<file path="src/rtl/riscv_fetch_queue_pkg.sv">
// Shared constants, types and helpers for the instruction-fetch queue.
package riscv_fetch_queue_pkg;

    localparam logic [31:0] NOP_INST    = 32'h0000_0013;
    localparam int          FETCH_DEPTH = 4;
    localparam logic [31:0] INST_BYTES  = 32'd4;

    typedef enum logic [1:0] {
        RESP_NONE   = 2'd0,
        RESP_DROP   = 2'd1,
        RESP_FILL   = 2'd2,
        RESP_ORPHAN = 2'd3
    } resp_kind_e;

    // Stale responses are always drained before any live slot is filled.
    function automatic resp_kind_e classify_resp(input logic rvalid,
                                                 input logic drop_pending,
                                                 input logic slot_pending);
        resp_kind_e kind;
        if (!rvalid) begin
            kind = RESP_NONE;
        end else if (drop_pending) begin
            kind = RESP_DROP;
        end else if (slot_pending) begin
            kind = RESP_FILL;
        end else begin
            kind = RESP_ORPHAN;
        end
        return kind;
    endfunction

endpackage

</file>
<file path="src/rtl/riscv_fetch_buf.sv">
// Circular PC/instruction store with reserve, fill and read pointers.
// Pointers carry an extra MSB so a full ring is distinguishable from an empty one.
module riscv_fetch_buf
    import riscv_fetch_queue_pkg::*;
#(
    parameter int                ADDR_W   = 32,
    parameter int                DATA_W   = 32,
    parameter int                DEPTH    = FETCH_DEPTH,
    parameter logic [ADDR_W-1:0] RESET_PC = '0,
    localparam int               PTR_W    = $clog2(DEPTH) + 1
) (
    input  logic              clk,
    input  logic              rst,
    input  logic              flush,
    input  logic              push,
    input  logic [ADDR_W-1:0] push_pc,
    input  logic              fill,
    input  logic [DATA_W-1:0] fill_data,
    input  logic              pop,
    output logic              head_valid,
    output logic [DATA_W-1:0] head_inst,
    output logic [ADDR_W-1:0] head_pc,
    output logic [PTR_W-1:0]  reserved,
    output logic [PTR_W-1:0]  unfilled
);

    localparam int IDX_W = $clog2(DEPTH);

    logic [PTR_W-1:0]  rsv_ptr_r;
    logic [PTR_W-1:0]  fill_ptr_r;
    logic [PTR_W-1:0]  rd_ptr_r;
    logic [DEPTH-1:0]  filled_r;
    logic [ADDR_W-1:0] pc_mem_r   [DEPTH];
    logic [DATA_W-1:0] inst_mem_r [DEPTH];

    logic [IDX_W-1:0]  rsv_idx_s;
    logic [IDX_W-1:0]  fill_idx_s;
    logic [IDX_W-1:0]  rd_idx_s;

    assign rsv_idx_s  = rsv_ptr_r[IDX_W-1:0];
    assign fill_idx_s = fill_ptr_r[IDX_W-1:0];
    assign rd_idx_s   = rd_ptr_r[IDX_W-1:0];

    // Pointer and filled-bit update; the three indices never collide when used.
    always_ff @(posedge clk) begin
        if (!rst || flush) begin
            rsv_ptr_r  <= '0;
            fill_ptr_r <= '0;
            rd_ptr_r   <= '0;
            filled_r   <= '0;
        end else begin
            if (push) begin
                rsv_ptr_r           <= rsv_ptr_r + PTR_W'(1'b1);
                filled_r[rsv_idx_s] <= 1'b0;
            end
            if (fill) begin
                fill_ptr_r           <= fill_ptr_r + PTR_W'(1'b1);
                filled_r[fill_idx_s] <= 1'b1;
            end
            if (pop) begin
                rd_ptr_r           <= rd_ptr_r + PTR_W'(1'b1);
                filled_r[rd_idx_s] <= 1'b0;
            end
        end
    end

    // Entry payload storage.
    always_ff @(posedge clk) begin
        if (!rst) begin
            for (int i = 0; i < DEPTH; i++) begin
                pc_mem_r[i]   <= RESET_PC;
                inst_mem_r[i] <= DATA_W'(NOP_INST);
            end
        end else begin
            if (push) begin
                pc_mem_r[rsv_idx_s] <= push_pc;
            end
            if (fill) begin
                inst_mem_r[fill_idx_s] <= fill_data;
            end
        end
    end

    assign head_valid = filled_r[rd_idx_s];
    assign head_inst  = head_valid ? inst_mem_r[rd_idx_s] : DATA_W'(NOP_INST);
    assign head_pc    = pc_mem_r[rd_idx_s];
    assign reserved   = rsv_ptr_r - rd_ptr_r;
    assign unfilled   = rsv_ptr_r - fill_ptr_r;

endmodule

</file>
<file path="src/rtl/riscv_fetch_queue_chk.sv">
// Simulation-only protocol checks for the fetch queue memory interface.
module riscv_fetch_queue_chk #(
    parameter int PTR_W  = 3,
    parameter int DISC_W = 3
) (
    input logic              clk,
    input logic              rst,
    input logic              rvalid,
    input logic [DISC_W-1:0] discard,
    input logic [PTR_W-1:0]  unfilled
);

    // A response must either be owed to a flushed request or to a reserved slot.
    a_no_orphan_resp: assert property (
        @(posedge clk) disable iff (!rst)
        rvalid |-> ((discard != '0) || (unfilled != '0))
    );

endmodule

</file>
<file path="src/rtl/riscv_fetch_queue.sv">
// Instruction-fetch front end: in-order requests to variable-latency memory,
// buffered results for ID, and flush of buffered and in-flight fetches on redirect.
module riscv_fetch_queue
    import riscv_fetch_queue_pkg::*;
#(
    parameter int                ADDR_W   = 32,
    parameter int                DATA_W   = 32,
    parameter int                DEPTH    = FETCH_DEPTH,
    parameter logic [ADDR_W-1:0] RESET_PC = '0
) (
    input  logic              clk,
    input  logic              rst,
    output logic              req_o,
    output logic [ADDR_W-1:0] req_addr_o,
    input  logic              gnt_i,
    input  logic              rvalid_i,
    input  logic [DATA_W-1:0] rdata_i,
    input  logic              flush_i,
    input  logic [ADDR_W-1:0] flush_pc_i,
    input  logic              id_stall_i,
    output logic              inst_valid_o,
    output logic [DATA_W-1:0] inst_o,
    output logic [ADDR_W-1:0] pc_o
);

    localparam int PTR_W  = $clog2(DEPTH) + 1;
    localparam int DISC_W = $clog2(DEPTH + 1);
    localparam int CNT_W  = $clog2(DEPTH) + 2;

    logic [ADDR_W-1:0] pc_r;
    logic [DISC_W-1:0] discard_r;

    logic [PTR_W-1:0]  reserved_s;
    logic [PTR_W-1:0]  unfilled_s;
    logic [CNT_W-1:0]  occupancy_s;
    logic [CNT_W-1:0]  flush_discard_s;
    logic              can_issue_s;
    logic              issue_s;
    logic              fill_s;
    logic              pop_s;
    resp_kind_e        resp_s;

    // Handshake decode. Occupancy counts flushed requests still owed a
    // response, so they keep holding capacity until they drain.
    always_comb begin
        occupancy_s = CNT_W'(reserved_s) + CNT_W'(discard_r);
        can_issue_s = (occupancy_s < CNT_W'(DEPTH));
        req_o       = rst && !flush_i && can_issue_s;
        issue_s     = req_o && gnt_i;
        resp_s      = classify_resp(rvalid_i, (discard_r != '0), (unfilled_s != '0));
        fill_s      = rst && !flush_i && (resp_s == RESP_FILL);
        pop_s       = rst && !flush_i && inst_valid_o && !id_stall_i;

        flush_discard_s = CNT_W'(unfilled_s) + CNT_W'(discard_r);
        if (gnt_i && can_issue_s) begin
            flush_discard_s = flush_discard_s + CNT_W'(1'b1);
        end else begin
            flush_discard_s = flush_discard_s;
        end
        case (resp_s)
            RESP_DROP, RESP_FILL: flush_discard_s = flush_discard_s - CNT_W'(1'b1);
            default:              flush_discard_s = flush_discard_s;
        endcase
    end

    // Fetch PC: redirect on flush, otherwise advance on each accepted request.
    always_ff @(posedge clk) begin
        if (!rst) begin
            pc_r <= RESET_PC;
        end else if (flush_i) begin
            pc_r <= flush_pc_i;
        end else if (issue_s) begin
            pc_r <= pc_r + ADDR_W'(INST_BYTES);
        end else begin
            pc_r <= pc_r;
        end
    end

    // Count of responses still to be thrown away after a redirect.
    always_ff @(posedge clk) begin
        if (!rst) begin
            discard_r <= '0;
        end else if (flush_i) begin
            discard_r <= flush_discard_s[DISC_W-1:0];
        end else if (resp_s == RESP_DROP) begin
            discard_r <= discard_r - DISC_W'(1'b1);
        end else begin
            discard_r <= discard_r;
        end
    end

    assign req_addr_o = pc_r;

    riscv_fetch_buf #(
        .ADDR_W   (ADDR_W),
        .DATA_W   (DATA_W),
        .DEPTH    (DEPTH),
        .RESET_PC (RESET_PC)
    ) u_buf (
        .clk        (clk),
        .rst        (rst),
        .flush      (flush_i),
        .push       (issue_s),
        .push_pc    (pc_r),
        .fill       (fill_s),
        .fill_data  (rdata_i),
        .pop        (pop_s),
        .head_valid (inst_valid_o),
        .head_inst  (inst_o),
        .head_pc    (pc_o),
        .reserved   (reserved_s),
        .unfilled   (unfilled_s)
    );

    riscv_fetch_queue_chk #(
        .PTR_W  (PTR_W),
        .DISC_W (DISC_W)
    ) u_chk (
        .clk      (clk),
        .rst      (rst),
        .rvalid   (rvalid_i),
        .discard  (discard_r),
        .unfilled (unfilled_s)
    );

endmodule
</file>
<file path="config.mk">
export PLATFORM = sky130hd
export DESIGN_NAME = riscv_fetch_queue
export DESIGN_NICKNAME = d
export VERILOG_FILES = /design/src/rtl/riscv_fetch_queue_pkg.sv /design/src/rtl/riscv_fetch_buf.sv /design/src/rtl/riscv_fetch_queue_chk.sv /design/src/rtl/riscv_fetch_queue.sv
export SDC_FILE = /design/constraint.sdc
export NUM_CORES = 1
export LEC_CHECK = 0
export CAP_MARGIN = 10
export CORE_MARGIN = 1.5
export CORE_UTILIZATION = 40
export DETAILED_ROUTE_END_ITERATION = 7
export DONT_BUFFER_PORTS = 1
export GPL_ROUTABILITY_DRIVEN = 0
export PLACE_DENSITY = 0.66
export SLEW_MARGIN = 20
export SYNTH_ARGS = -nofsm -noshare
export SYNTH_HDL_FRONTEND = slang
export SYNTH_SLANG_ARGS = --single-unit
</file>
<file path="constraint.sdc">
create_clock -name clk -period 12.3 [get_ports clk]
set_input_delay 1.23 -clock clk [delete_from_list [all_inputs] [get_ports clk]]
set_output_delay 1.23 -clock clk [all_outputs]
set_load 0.05 [all_outputs]
</file>
### Yosys cells after proc, flatten, opt, wreduce, memory -nomap -nowiden

Memory sizes are Yosys's and may differ from the RTL's. A register that Yosys moved wholly into a read port is not among the register bits.
Index checks and enable logic that the tools add are counted.
Widths: inputs -> output; s select.

* flip-flop bits (word level): 48
* memory bits (writable): 256
* bits of input ports: 70
* output and inout port bits: 98
* word-level logic and storage cells: 94
* memories: 2

* add/subtract/negate cells: 11
* $lt $le $gt $ge: 7
* equal/unequal tests: 2
* muxes and demuxes: 40
* bitwise gates (word level): 5
* reduce and logical (&&, ||, !) cells: 21

Memories
* u_buf.inst_mem_r: depth 4, bits a word 32, rd ports 1, clocked after Yosys merged registers in 1, wr ports 4, RTL line riscv_fetch_buf.sv:34 `logic [DATA_W-1:0] inst_mem_r [DEPTH];`
* u_buf.pc_mem_r: depth 4, bits a word 32, rd ports 1, clocked after Yosys merged registers in 1, wr ports 4, RTL line riscv_fetch_buf.sv:33 `logic [ADDR_W-1:0] pc_mem_r [DEPTH];`

Operators with widths (count)
* $mux 32: 5
* $reduce_or 32->1: 2
* $add 32x3->32 const B: 1
* $mux 4: 5
* $mux 2: 8
* $mux 1: 14
* $add 3x1->3 const B: 4
* $mux 3: 4
* $logic_and 1x1->1: 10
* $lt 2x3->1 const B: 3
* $and 4x4->4: 2
* $not 4->4: 2
* $demux 1 s2: 3
* $ge 2x1->1 const B: 3
* $reduce_bool 3->1: 2
* $sub 3x1->3 const B: 2
* $sub 3x3->3: 2
* $add 3x3->4: 1
* $lt 4x3->1 const B: 1
* $or 4x4->4: 1
* $reduce_bool 2->1: 2
* $add 3x3->3: 1
* $logic_not 1->1: 3
* $bmux 1 s2: 1
* other kinds (4): 4

### Longest topological paths before layout

* depth in word-level cells: 13
* gate-level depth with buffers: 18

### Cells and area by module

A second synthesis with hierarchy kept.

* cells, all modules: 1029
* area total of the unflattened synthesis: 14345.0 µm²

By module, submodules not included
* riscv_fetch_buf: times used 1, cells each 760, area an instance 12175.4 µm²
* riscv_fetch_queue: times used 1, cells each 269, area an instance 2169.6 µm²

### Worst setup path after synthesis

Ideal clock, no wire load.

* path kind: reg2reg
* from: register u_buf.rsv_ptr_r[0]
* to: memory u_buf.pc_mem_r[3][0], enable pin
* setup time: 0.470 ns
* arrival time: 5.564 ns
* slack: 6.266 ns
* cell stages (with the launch flop): 15
* path buffers: 4
* cells stage by stage: dfxtp_1 > inv_1 > clkbuf_1 > ha_1 > inv_1 > fa_1 > xor2_1 > xnor2_1 > ha_1 > nor4b_4 > nand3_2 > clkbuf_1 > clkbuf_1 > clkbuf_1 > o31ai_1

RTL lines
* start, declared: RTL line riscv_fetch_buf.sv:29 `logic [PTR_W-1:0] rsv_ptr_r;`
* start signal, assigned: RTL line riscv_fetch_buf.sv:53 `rsv_ptr_r <= rsv_ptr_r + PTR_W'(1'b1);`
* end, declared: RTL line riscv_fetch_buf.sv:33

### Final worst setup path

* from: register u_buf.rsv_ptr_r[0]
* to: output port req_o

* longest elaborated chain between the ends: 4

RTL lines
* $sub 3x3->3: RTL line riscv_fetch_buf.sv:87 `assign reserved = rsv_ptr_r - rd_ptr_r;`
* $add 3x3->4: RTL line riscv_fetch_queue.sv:46 `occupancy_s = CNT_W'(reserved_s) + CNT_W'(discard_r);`
* $lt 4x3->1: RTL line riscv_fetch_queue.sv:47 `can_issue_s = (occupancy_s < CNT_W'(DEPTH));`
* $logic_and 1x1->1: RTL line riscv_fetch_queue.sv:48 `req_o = rst && !flush_i && can_issue_s;`
* end, declared: RTL line riscv_fetch_queue.sv:13 `output logic req_o,`

No other way between the ends.

==> impl_metrics.toml <==
[outcome]
status = "completed"

[timing]
setup_tns_ns = 0
worst_slack_ns = 7.129
rsz0062_at_grt = "no"
finalHoldViolCount = 0
slew_headroom_pct = 31.16
skew_ns = 0.02208
layout_min_cycle_time_ns = 5.171
timing.fmax_ghz = 0.1934
holdWs_ns = 0.4783
setup_viol = 0
worstMarginPinSlew_ns = 1.033
min_period_over_period_pct = 42.04
finalMaxSlewViolations = 0

[critical_path]
r2r_cells = 13
crit_arrival_ns = 3.94
reg2reg_slack_ns = 7.14
crit_required_ns = 11.07
rr_startpoint = "u_buf.rsv_ptr_r[0]$_SDFFE_PN0N_"
path_max_fanout = 24
start_kind = "register"
setup.worst_path.start = "u_buf.rsv_ptr_r[0]$_SDFFE_PN0N_"
endpoint_kind = "output pin"
crit_type = "reg -> out"

[place]
dpl_cell_area_um2 = 14710
io_buffers = 0
dp_hpwl_mm = 21.03
dp_slack_ns = 7.021

[floorplanning]
die-height_um = 191.8
row_count = 68
die_w_um = 191.8
ios = 168
die_area_um2 = 36780
initial_core_util_pct = 40.96
coreArea_um2 = 34800

[layout]
layout-drive-gt1-share_pct = 14.23
utilization_pct = 45.18
fin_area_um2 = 15720
syn_to_final_growth_pct = 10.30
layout.nets = 1105

[cts]
insertion_delay_ns = 0.57
htree_levels = 1
post-cts-setup-buffer-count = 0
cts_made_buffers = 31
clock-sinks = 306
ctsHoldBuffers = 0
path_clk_slew_ns = 0.06
clock_path_buffers = 3
cts_tree = "built"
cts_root_buffer = "clkbuf_16"
cts_resized = 0

[job]
max_cap_violations = 0

[yosys]
synth_edf_count = 256
async_flop_share_pct = 0
syn-instance-count = 1033
seq_area_frac_synth_pct = 60.96
synth_top_flop_cell = "edfxtp_1"
yosys.area.top_type_share_pct = 53.93
synth_area_per_cell_um2 = 13.80
netlist_top_cells_area = "edfxtp_1, and2_1, mux4_2"
ys_ff_latch = 306
ys_warn_count = 0
synth.distinct_cells = 60
synth_area_leader_cell = "edfxtp_1"
syn-cell-area_um2 = 14250
syn_nets = 1128

[global_route]
grt_pass1_vias = 8329
grt_pass1_wl_mm = 50.12
grt_overflow = 0
antenna_found_initial = 0
grt_max_degree = 65
grt_use_total_pct = 17.93

[routing]
viasPerCell = 5.558
antenna_left = 0
firstDrtPassIters = 5
drtIter0Drc = 532
vias = 8276
wire_per_inst_um = 22.32
drcViolationCount = 0
routed_wl_mm = 33.23

[pwr]
p_leak_nw = 5.306
peakVddDrop_uv = 160.4
p_per_area_nw_per_um2 = 149.9

[hold_path]
hp-class = "reg -> reg"
hold_path.startpoint = "u_buf.filled_r[3]$_SDFF_PN0_"
worstHoldPathCells = 2
==> path summary, 6_finish.rpt <==
path,end
setup reg to reg,u_buf.pc_mem_r[2][6]$_SDFFCE_PN0P_
hold / removal,u_buf.filled_r[3]$_SDFF_PN0_
hold reg to reg,u_buf.filled_r[3]$_SDFF_PN0_
setup / recovery,req_o
==> worst max-delay path: stages (launching register included) <==
cell and delay [ns]:
dfxtp_1 0.91, inv_1 0.55, ha_1 0.35, inv_1 0.07, fa_1 0.17, xor2_1 0.17, xnor2_1 0.16, ha_1 0.30
nor3_1 0.16, and3_1 0.54
==> cell type report <==
| cell class | count | area [um^2] |
|---|---|---|
| Antenna cell | 1 | 2.502 |
| Clock buffer | 35 | 790.8 |
| Clock inverter | 21 | 214.0 |
| Fill cell | 3036 | 19080 |
| Inverter | 24 | 90.09 |
| Multi-Input combinational cell | 633 | 5254 |
| Sequential cell | 306 | 8696 |
| Tap cell | 455 | 569.3 |
| Timing Repair Buffer | 14 | 105.1 |
==> logic make-up (layout without fill, tap and decap cells) <==
logic type | after synthesis | in the layout | share of synthesized area (%)
and+or+nand+nor | 426 | 426 | 17.73
xor gates and xnor gates | 23 | 23 | 1.519
other | 0 | 1 | 0
AOI/OAI and AO/OA | 91 | 91 | 4.293
adders and majority gates | 25 | 25 | 2.353
buffers and inverters | 94 | 94 | 2.669
muxes | 68 | 68 | 10.48
DFF | 306 | 306 | 60.96
==> synthesized netlist by cell type, types with 5 or more instances <==
| cell type | n |
|---|---|
| a211oi_1 | 12 |
| a21oi_1 | 20 |
| a22oi_1 | 5 |
| a31oi_1 | 7 |
| and2_1 | 240 |
| and3_1 | 5 |
| buf_1 | 5 |
| buf_2 | 7 |
| clkbuf_1 | 52 |
| dfxtp_1 | 50 |
| edfxtp_1 | 256 |
| ha_1 | 22 |
| inv_1 | 24 |
| mux4_2 | 65 |
| nand2_1 | 33 |
| nand2b_1 | 19 |
| nand3_1 | 11 |
| nand4_1 | 7 |
| nor2_1 | 36 |
| nor3_1 | 17 |
| nor4_1 | 31 |
| o21ai_0 | 17 |
| xnor2_1 | 17 |
| xor2_1 | 5 |
==> stage by stage <==
stage          instances  power [W]
2_1_floorplan       1033   0.001387
3_3_place_gp        1432   0.001436
3_5_place_dp        1432   0.001441
4_1_cts             1488   0.002373
5_1_grt             1488   0.002433
6_report            1489   0.002357
==> per-layer routing <==
metal  share of wire [%]  global-route usage (%)
met4                 1.8                   4.507
met3                 6.7                   3.782
met5                   0                       0
met1                  42                   23.23
met2                  49                   30.62
==> layout by cell type (no fill, tap or decap), types with 14 or more instances in the layout <==
master     synthesis  routed
mux4_2            65      65
buf_4              2      14
edfxtp_1         256     256
o21ai_0           17      15
nand2b_1          19      17
nand2_1           33      33
clkbuf_16          0      31
dfxtp_1           50      48
and2_1           240     240
ha_1              22      22
a21oi_1           20      20
nor2_1            36      36
xnor2_1           17      17
inv_1             24      24
nor4_1            31      31
nor3_1            17      14
==> state kept, by name, indices dropped and copies added (netlist names), named ones only <==
| name | flops |
|---|---|
| discard_r | 3 |
| req_addr_o | 32 |
| u_buf.fill_ptr_r | 3 |
| u_buf.filled_r | 4 |
| u_buf.inst_mem_r | 128 |
| u_buf.pc_mem_r | 128 |
| u_buf.rd_ptr_r | 3 |
| u_buf.rsv_ptr_r | 3 |
==> power by group <==
part           switching (W)  internal, W  leakage (nW)
Combinational       0.000130    0.0000619          1.80
Clock               0.000396     0.000544         0.488
Sequential         0.0000572      0.00117          3.02
Note: power is estimated with default switching activity, not from simulation.
